==> src/rtl/ysyx_24100005_lsu.sv <==
// Multi-cycle load/store unit: one aligned memory request per access,
// byte-lane shifting, write masks, load extension and error detection.
//
// Ports:
//   clk, rst        clock, async active-low reset
//   req_*           execute-stage request (valid/ready)
//   mem_req_*       memory request (valid/ready), aligned address
//   mem_rvalid/rdata memory ack / read word
//   resp_*          response channel (valid/ready), data, rd, error
module ysyx_24100005_lsu #(
    parameter int XLEN = 32,
    parameter int AW   = 32,
    parameter int RDW  = 5
) (
    input  logic              clk,
    input  logic              rst,
    input  logic              req_valid,
    output logic              req_ready,
    input  logic              req_wen,
    input  logic [2:0]        req_funct3,
    input  logic [AW-1:0]     req_addr,
    input  logic [XLEN-1:0]   req_wdata,
    input  logic [RDW-1:0]    req_rd,
    output logic              mem_req_valid,
    input  logic              mem_req_ready,
    output logic [AW-1:0]     mem_addr,
    output logic              mem_wen,
    output logic [XLEN-1:0]   mem_wdata,
    output logic [XLEN/8-1:0] mem_wmask,
    input  logic              mem_rvalid,
    input  logic [XLEN-1:0]   mem_rdata,
    output logic              resp_valid,
    input  logic              resp_ready,
    output logic [XLEN-1:0]   resp_rdata,
    output logic [RDW-1:0]    resp_rd,
    output logic [1:0]        resp_err
);

    localparam int NB   = XLEN / 8;
    localparam int OFFW = $clog2(NB);

    localparam logic [1:0] S_IDLE     = 2'd0;
    localparam logic [1:0] S_MEM_REQ  = 2'd1;
    localparam logic [1:0] S_MEM_WAIT = 2'd2;
    localparam logic [1:0] S_RESP     = 2'd3;

    localparam logic [XLEN-1:0] M8  = XLEN'(8'hFF);
    localparam logic [XLEN-1:0] M16 = XLEN'(16'hFFFF);
    localparam logic [XLEN-1:0] M32 = XLEN'(32'hFFFF_FFFF);

    logic [1:0]      state_q, state_d;
    logic [2:0]      f3_q, f3_d;
    logic [OFFW-1:0] off_q, off_d;
    logic [AW-1:0]   mem_addr_q, mem_addr_d;
    logic            mem_wen_q, mem_wen_d;
    logic [XLEN-1:0] mem_wdata_q, mem_wdata_d;
    logic [NB-1:0]   mem_wmask_q, mem_wmask_d;
    logic [XLEN-1:0] resp_rdata_q, resp_rdata_d;
    logic [RDW-1:0]  resp_rd_q, resp_rd_d;
    logic [1:0]      resp_err_q, resp_err_d;

    // Request decode
    logic [OFFW-1:0] off_in;
    logic            illegal;
    logic            misal;
    logic [NB-1:0]   bmask;
    logic [XLEN-1:0] dmask;
    logic [XLEN-1:0] wdata_sh;
    logic [NB-1:0]   wmask_sh;

    assign off_in = req_addr[OFFW-1:0];

    always_comb begin
        illegal = 1'b0;
        if (req_wen) begin
            if (XLEN == 64) illegal = req_funct3 > 3'b011;
            else            illegal = req_funct3 > 3'b010;
        end else begin
            unique case (req_funct3)
                3'b011, 3'b110: illegal = (XLEN != 64);
                3'b111:         illegal = 1'b1;
                default:        illegal = 1'b0;
            endcase
        end
    end

    always_comb begin
        misal = 1'b0;
        bmask = '1;
        dmask = '1;
        unique case (req_funct3[1:0])
            2'b00: begin
                bmask = NB'(1);
                dmask = M8;
            end
            2'b01: begin
                misal = req_addr[0];
                bmask = NB'(3);
                dmask = M16;
            end
            2'b10: begin
                misal = |req_addr[1:0];
                bmask = NB'(15);
                dmask = M32;
            end
            default: misal = |req_addr[2:0];
        endcase
    end

    // Store bytes beyond the access size are dropped so data matches mask
    assign wdata_sh = (req_wdata & dmask) << {off_in, 3'b000};
    assign wmask_sh = bmask << off_in;

    // Load extraction
    logic [XLEN-1:0] raw;
    logic [XLEN-1:0] ext;

    assign raw = mem_rdata >> {off_q, 3'b000};

    always_comb begin
        unique case (f3_q)
            3'b000:  ext = raw[7]  ? (raw | ~M8)  : (raw & M8);
            3'b001:  ext = raw[15] ? (raw | ~M16) : (raw & M16);
            3'b010:  ext = raw[31] ? (raw | ~M32) : (raw & M32);
            3'b100:  ext = raw & M8;
            3'b101:  ext = raw & M16;
            3'b110:  ext = raw & M32;
            default: ext = raw;
        endcase
    end

    // Next state
    always_comb begin
        state_d      = state_q;
        f3_d         = f3_q;
        off_d        = off_q;
        mem_addr_d   = mem_addr_q;
        mem_wen_d    = mem_wen_q;
        mem_wdata_d  = mem_wdata_q;
        mem_wmask_d  = mem_wmask_q;
        resp_rdata_d = resp_rdata_q;
        resp_rd_d    = resp_rd_q;
        resp_err_d   = resp_err_q;
        case (state_q)
            S_IDLE: begin
                if (req_valid) begin
                    f3_d         = req_funct3;
                    off_d        = off_in;
                    mem_addr_d   = {req_addr[AW-1:OFFW], OFFW'(0)};
                    mem_wen_d    = req_wen;
                    mem_wdata_d  = req_wen ? wdata_sh : '0;
                    mem_wmask_d  = req_wen ? wmask_sh : '0;
                    resp_rdata_d = '0;
                    resp_rd_d    = req_rd;
                    if (illegal) begin
                        resp_err_d = 2'b10;
                        state_d    = S_RESP;
                    end else if (misal) begin
                        resp_err_d = 2'b01;
                        state_d    = S_RESP;
                    end else begin
                        resp_err_d = 2'b00;
                        state_d    = S_MEM_REQ;
                    end
                end
            end
            S_MEM_REQ: begin
                if (mem_req_ready) state_d = S_MEM_WAIT;
            end
            S_MEM_WAIT: begin
                if (mem_rvalid) begin
                    if (!mem_wen_q) resp_rdata_d = ext;
                    resp_err_d = 2'b00;
                    state_d    = S_RESP;
                end
            end
            default: begin
                if (resp_ready) state_d = S_IDLE;
            end
        endcase
    end

    always_ff @(posedge clk or negedge rst) begin
        if (!rst) begin
            state_q      <= S_IDLE;
            f3_q         <= '0;
            off_q        <= '0;
            mem_addr_q   <= '0;
            mem_wen_q    <= 1'b0;
            mem_wdata_q  <= '0;
            mem_wmask_q  <= '0;
            resp_rdata_q <= '0;
            resp_rd_q    <= '0;
            resp_err_q   <= '0;
        end else begin
            state_q      <= state_d;
            f3_q         <= f3_d;
            off_q        <= off_d;
            mem_addr_q   <= mem_addr_d;
            mem_wen_q    <= mem_wen_d;
            mem_wdata_q  <= mem_wdata_d;
            mem_wmask_q  <= mem_wmask_d;
            resp_rdata_q <= resp_rdata_d;
            resp_rd_q    <= resp_rd_d;
            resp_err_q   <= resp_err_d;
        end
    end

    assign req_ready     = rst && (state_q == S_IDLE);
    assign mem_req_valid = (state_q == S_MEM_REQ);
    assign resp_valid    = (state_q == S_RESP);
    assign mem_addr      = mem_addr_q;
    assign mem_wen       = mem_wen_q;
    assign mem_wdata     = mem_wdata_q;
    assign mem_wmask     = mem_wmask_q;
    assign resp_rdata    = resp_rdata_q;
    assign resp_rd       = resp_rd_q;
    assign resp_err      = resp_err_q;

endmodule

==> config.mk <==
export PLATFORM = sky130hd
export DESIGN_NAME = ysyx_24100005_lsu
export DESIGN_NICKNAME = d
export VERILOG_FILES = /design/src/rtl/ysyx_24100005_lsu.sv
export SDC_FILE = /design/constraint.sdc
export NUM_CORES = 1
export LEC_CHECK = 0
export CORE_ASPECT_RATIO = 1.4
export CORE_UTILIZATION = 45
export DETAILED_ROUTE_END_ITERATION = 12
export PLACE_DENSITY_LB_ADDON = 0.08
export REMOVE_ABC_BUFFERS = 1
export SETUP_SLACK_MARGIN = 0.3
export SYNTH_ARGS = -nofsm -noshare
export SYNTH_HDL_FRONTEND = slang
export SYNTH_SLANG_ARGS = --single-unit
==> constraint.sdc <==
create_clock -name clk -period 6.3 [get_ports clk]
set_input_delay 1.89 -clock clk [delete_from_list [all_inputs] [get_ports clk]]
set_output_delay 1.89 -clock clk [all_outputs]
set_load 0.03 [all_outputs]
# Word level (Yosys, flattened, before mapping)
# Cells that the tools add are included.
[totals]
register_bits = 113
out_inout_bits = 111
[op_classes]
n_lt_le_gt_ge = 1
eq_ne = 15
shift = 3
mux = 26
bitwise = 1
reduce_logical = 13
[ops]
columns = ["op", "n"]
rows = [
  ["$mux 32", 6],
  ["$pmux 32 s2", 2],
  ["$pmux 32 s4", 1],
  ["$and 32x32->32", 1],
  ["$shl 32x5->32", 1],
  ["$shr 32x5->32", 1],
  ["$mux 2", 9],
  ["$eq 3x3->1 const B", 4],
  ["$pmux 4 s2", 1],
  ["$reduce_and 4->1", 2],
  ["$eq 2x2->1 const B", 3],
  ["$ne 2x2->1 const B", 3],
  ["$pmux 2 s3", 1],
  ["$reduce_or 3->1", 2],
  ["$eq 2x1->1 const B", 2],
  ["$logic_not 2->1", 2],
  ["$mux 4", 1],
  ["$pmux 2 s2", 1],
  ["$reduce_bool 4->1", 1],
  ["$shl 4x2->4", 1],
  ["$eq 3x1->1 const B", 1],
  ["$eq 3x2->1 const B", 1],
  ["$gt 3x2->1 const B", 1],
  ["$logic_not 3->1", 1],
  ["8 further kinds", 10],
]

# Depth between registers and ports, before layout
[depth]
word_depth = 7
depth_mapped = 10

# Worst setup path after synthesis
# Ideal clock, no wire load.
[synth_timing]
kind = "input to output"
startpoint = "input port rst"
endpoint = "output port req_ready"
arrival_time_ns = 2.171
t_required_ns = 4.410
slack_ns = 2.239
stages = 1
n_path_buf = 0
path_cell_list = "and2_1"
[synth_via]
elab_chain_cells = 1
[synth_lines]
columns = ["element", "line", "source"]
rows = [
  ["from (decl)", "16", "input logic rst,"],
  ["$logic_and 1x1->1", "209", "assign req_ready = rst && (state_q == S_IDLE);"],
  ["to (decl)", "18", "output logic req_ready,"],
]
# Every way passes these cells.

# Worst setup path after layout
# Same ends and word-level chain as after synthesis.

==> results.txt <==
The synthesized design spends more area on one cell type than any other, namely sky130_fd_sc_hd__dfrtp_1. The max capacitance violation total is 0. The critical path goes through buf_4 > and2_1 > clkdlybuf4s50_1. The run finished with clean final reports.

The number of global-route vias before repair came to 4890. The area growth from synthesis to layout is 54.1%. The post-route DRC violation count is 0. The antenna diode count came out at 0. The cell-internal power came out at 2.69 mW. The die height is 131 um. The category of the most critical setup path is primary input to output pin. The starting density of the core came out at 0.468.

The share of total power dissipated in the clock network is 0.228. The post-synthesis sequential element count came out at 113. The maximum count of clock buffers along a single path is 2. The clock tree synthesis step divided the H-tree into 4 levels.

The number of buffers inserted during clock tree synthesis is 17. The power density over the cells came out at 540 nW/um^2. The tightest slew margin relative to the limit is 0.207. The cell count after synthesis came out at 482.

In the post-synthesis netlist, the biggest area contributors are sky130_fd_sc_hd__dfrtp_1 (53%), sky130_fd_sc_hd__mux2_2 (9.9%), sky130_fd_sc_hd__o21ai_0 (4.9%). Setup repair after global routing left no endpoint under its margin. The post-place setup slack is 1.65 ns.

Each instance of the synthesized netlist takes up on average 11.1 sq um. The total of hold buffers inserted after clock tree synthesis is 0. Once the clock tree was built, the setup fixing pass inserted 0 buffers. In the synthesized netlist the dominant register cell turns out to be sky130_fd_sc_hd__dfrtp_1. The combinational share of power is 0.494.

The global routing usage summed across all routing layers came out at 0.263. The required arrival time at the worst endpoint came out at 4.41 ns. The antenna violation net count after detailed routing is 0. Data on the critical path arrives at its endpoint at 2.75 ns. The maximum number of pins on one net before global-route repair came out at 60. The number of nets in the final layout came out at 805. The number of iterations in the first detailed-routing pass is 4. The number of violations reported at the end of detailed-routing iteration 0 came out at 205.

The switching power as a share of total power came out at 0.397. The number of cells upsized or downsized after cts came out at 0. The startpoint kind of the worst setup timing path is a primary input.

Among all stages on the critical path, the largest delay is contributed by sky130_fd_sc_hd__clkdlybuf4s50_1. The count of buffers inserted at the top-level ports came out at 219. The distinct cell type count of the synthesized netlist came out at 46. Of the total power, registers draw 0.278. The min-delay analysis places its worst path in the category flip-flop to flip-flop. For the pin with the worst max-slew slack, the measured transition is 1.16 ns. The mapped netlist covers 5360 sq um. The number of antenna violations at the first check in global routing came out at 0.

In the layout the commonest cells are sky130_fd_sc_hd__clkdlybuf4s50_1 (218), sky130_fd_sc_hd__dfrtp_1 (113), sky130_fd_sc_hd__o21ai_0 (53). The largest voltage drop on the vdd net is 0.394 mV. The number of top-level pins is 222. The routed wire length per instance came out at 18.3 um. The first global-routing pass estimated 24.9 mm of wire. The number of vias after detailed routing is 4687. The share of synthesized area in the top cell type comes to 0.527. Setup violations remaining at the end of the flow were counted as 0. Summed over all failing endpoints, the final setup total negative slack is 0 ns. In this design, the stage delay of the slowest critical-path cell is 0.67 ns. The worst hold slack is 0.476 ns.

Derived from the worst setup path, the maximum achievable clock frequency is 0.216 GHz. The number of synthesized flops with an enable pin is 0. The final max-slew violation count is 0. TritonCTS built the clock tree. The total number of placement rows is 46.

The switching power came out at 1.77 mW. The clock-pin slew of the registers on the worst-case setup and hold paths came out at 0.05 ns. The minimum clock period is 4.64 ns. The number of hold-slack violations in the final timing report came to 0. The clock skew after layout is 0.0110 ns. Dividing the detail-routed via count by the number of cells gives 5.53. Once detailed placement completed, the half-perimeter wirelength came to 10.9 mm.

Dividing the final minimum period by the clock period gives 0.736. The number of warning messages in the yosys log is 0. The total overflow left after global routing is 0. The die boundary width came out at 94.3 um. In this run the static leakage power is 3.47 nW. The core footprint is 11500 sq um. The maximum fanout along the worst path is 2. The library cell used most frequently in the layout, excluding fill and tap cells, is sky130_fd_sc_hd__clkdlybuf4s50_1. The root buffer cell chosen for the clock tree is sky130_fd_sc_hd__clkbuf_16. Of all flip-flops after synthesis, the portion carrying an async set or reset was 1.00. Counting both buffers and inverters, the worst setup path holds a total of 2.

The setup slack of the critical path after layout is 1.66 ns. The insertion delay to the later sink of the worst-skew pair came out at 0.41 ns. The final RePlAce weighted congestion is 0.772. For this design, the sink count on the clock tree is 113. The largest delay contributor family on the critical path is buffers and inverters. The share of cells above drive strength 1 came out at 0.152. The total die area is 12400 sq um. The sequential element share of the synthesized area came out at 0.527. The routed design has 15.5 mm of wire.

The endpoint class of the critical path is an output pin.
-- registers in the layout, summed over array words and instances (netlist names) --
| name | count |
|---|---|
| f3_q | 3 |
| mem_addr | 30 |
| mem_wdata | 32 |
| mem_wen | 1 |
| mem_wmask | 4 |
| off_q | 2 |
| resp_err | 2 |
| resp_rd | 5 |
| resp_rdata | 32 |
| state_q | 2 |
-- metrics by stage --
| stage | util | area, sq um | power [mW] | cells |
|---|---|---|---|---|
| floorplan | - | 5180 | 2.52 | 443 |
| global route | 0.721 | 8260 | 4.69 | 847 |
| CTS | 0.721 | 8260 | 4.49 | 847 |
| detailed placement | 0.666 | 7620 | 3.45 | 815 |
| global placement | 0.666 | 7620 | 3.40 | 815 |
| finish | 0.721 | 8260 | 4.46 | 847 |
-- cells in the mapped netlist (2+ instances only) --
| cell type | count |
|---|---|
| sky130_fd_sc_hd__mux2i_1 | 15 |
| sky130_fd_sc_hd__nor2b_1 | 20 |
| sky130_fd_sc_hd__buf_6 | 3 |
| sky130_fd_sc_hd__nor2_1 | 18 |
| sky130_fd_sc_hd__a221o_2 | 10 |
| sky130_fd_sc_hd__inv_1 | 5 |
| sky130_fd_sc_hd__nand3b_1 | 9 |
| sky130_fd_sc_hd__a21o_1 | 2 |
| sky130_fd_sc_hd__a21oi_1 | 25 |
| sky130_fd_sc_hd__a211oi_1 | 8 |
| sky130_fd_sc_hd__buf_1 | 8 |
| sky130_fd_sc_hd__ha_1 | 4 |
| sky130_fd_sc_hd__clkbuf_1 | 23 |
| sky130_fd_sc_hd__mux4_2 | 2 |
| sky130_fd_sc_hd__nand2b_1 | 4 |
| sky130_fd_sc_hd__nand2_1 | 43 |
| sky130_fd_sc_hd__a22oi_1 | 8 |
| sky130_fd_sc_hd__a221o_1 | 6 |
| sky130_fd_sc_hd__o21ai_0 | 53 |
| sky130_fd_sc_hd__mux2_2 | 47 |
| sky130_fd_sc_hd__and2_1 | 2 |
| sky130_fd_sc_hd__a22o_1 | 18 |
| sky130_fd_sc_hd__dfrtp_1 | 113 |
| sky130_fd_sc_hd__buf_2 | 3 |
| sky130_fd_sc_hd__a221oi_1 | 8 |
| sky130_fd_sc_hd__buf_4 | 3 |
| sky130_fd_sc_hd__nand3_1 | 3 |
-- power groups by stage --
stage	Sequential [mW]	Combinational, mW	Clock (mW)
after detailed placement	1.24	2.21	0
after CTS	1.24	2.22	1.04
after global placement	1.23	2.17	0
final	1.24	2.20	1.02
after floorplan	1.85	0.665	0
after global routing	1.28	2.34	1.07
-- worst reg2reg max path, stage by stage, from the launching register on --
cell and delay [ns]:
sky130_fd_sc_hd__dfrtp_1 0.38, sky130_fd_sc_hd__inv_1 0.08, sky130_fd_sc_hd__ha_1 0.32, sky130_fd_sc_hd__nor2b_4 0.19, sky130_fd_sc_hd__or3b_1 0.66, sky130_fd_sc_hd__nor2_1 0.66, sky130_fd_sc_hd__a221o_2 0.28
-- final timing paths --
check	startpoint	end	slack (ns)	cells past startpoint
hold / removal	resp_rdata[6]$_DFFE_PN0P_	resp_rdata[6]$_DFFE_PN0P_	0.48	2
min in group asynchronous	rst	resp_err[1]$_DFFE_PN0P_	1.62	2
max in group asynchronous	rst	mem_addr[9]$_DFFE_PN0P_	3.48	3
setup reg to reg	state_q[0]$_DFFE_PN0P_	resp_rdata[23]$_DFFE_PN0P_	3.67	6
hold reg to reg	resp_rdata[6]$_DFFE_PN0P_	resp_rdata[6]$_DFFE_PN0P_	0.48	2
setup / recovery	rst	req_ready	1.66	3
-- per-layer routing --
| layer | wire, um | global-route usage |
|---|---|---|
| met1 | 6020 | 0.308 |
| met2 | 8160 | 0.442 |
| met3 | 1090 | 0.0752 |
| met4 | 230 | 0.109 |
| met5 | 0 | 0 |
-- final cells by class --
type,count,area (sq um)
Sequential cell,113,2830
Clock inverter,13,185
Fill cell,873,3190
Clock buffer,19,453
Multi-Input combinational cell,325,2340
Inverter,5,18.8
Timing Repair Buffer,228,2260
Tap cell,144,180
-- cell families (layout without fill, tap and decap cells) --
family / Yosys count / in the layout / share of synthesized area
xor+xnor: 1 / 1 / 0.00163
compound gates: 145 / 145 / 0.182
buf+inv: 45 / 265 / 0.0385
other cells: 1 / 2 / 0.000699
fa+ha+maj: 4 / 4 / 0.00933
simple gates: 109 / 109 / 0.105
mux: 64 / 64 / 0.135
flops: 113 / 113 / 0.527
Note: power is estimated with default switching activity, not from simulation.
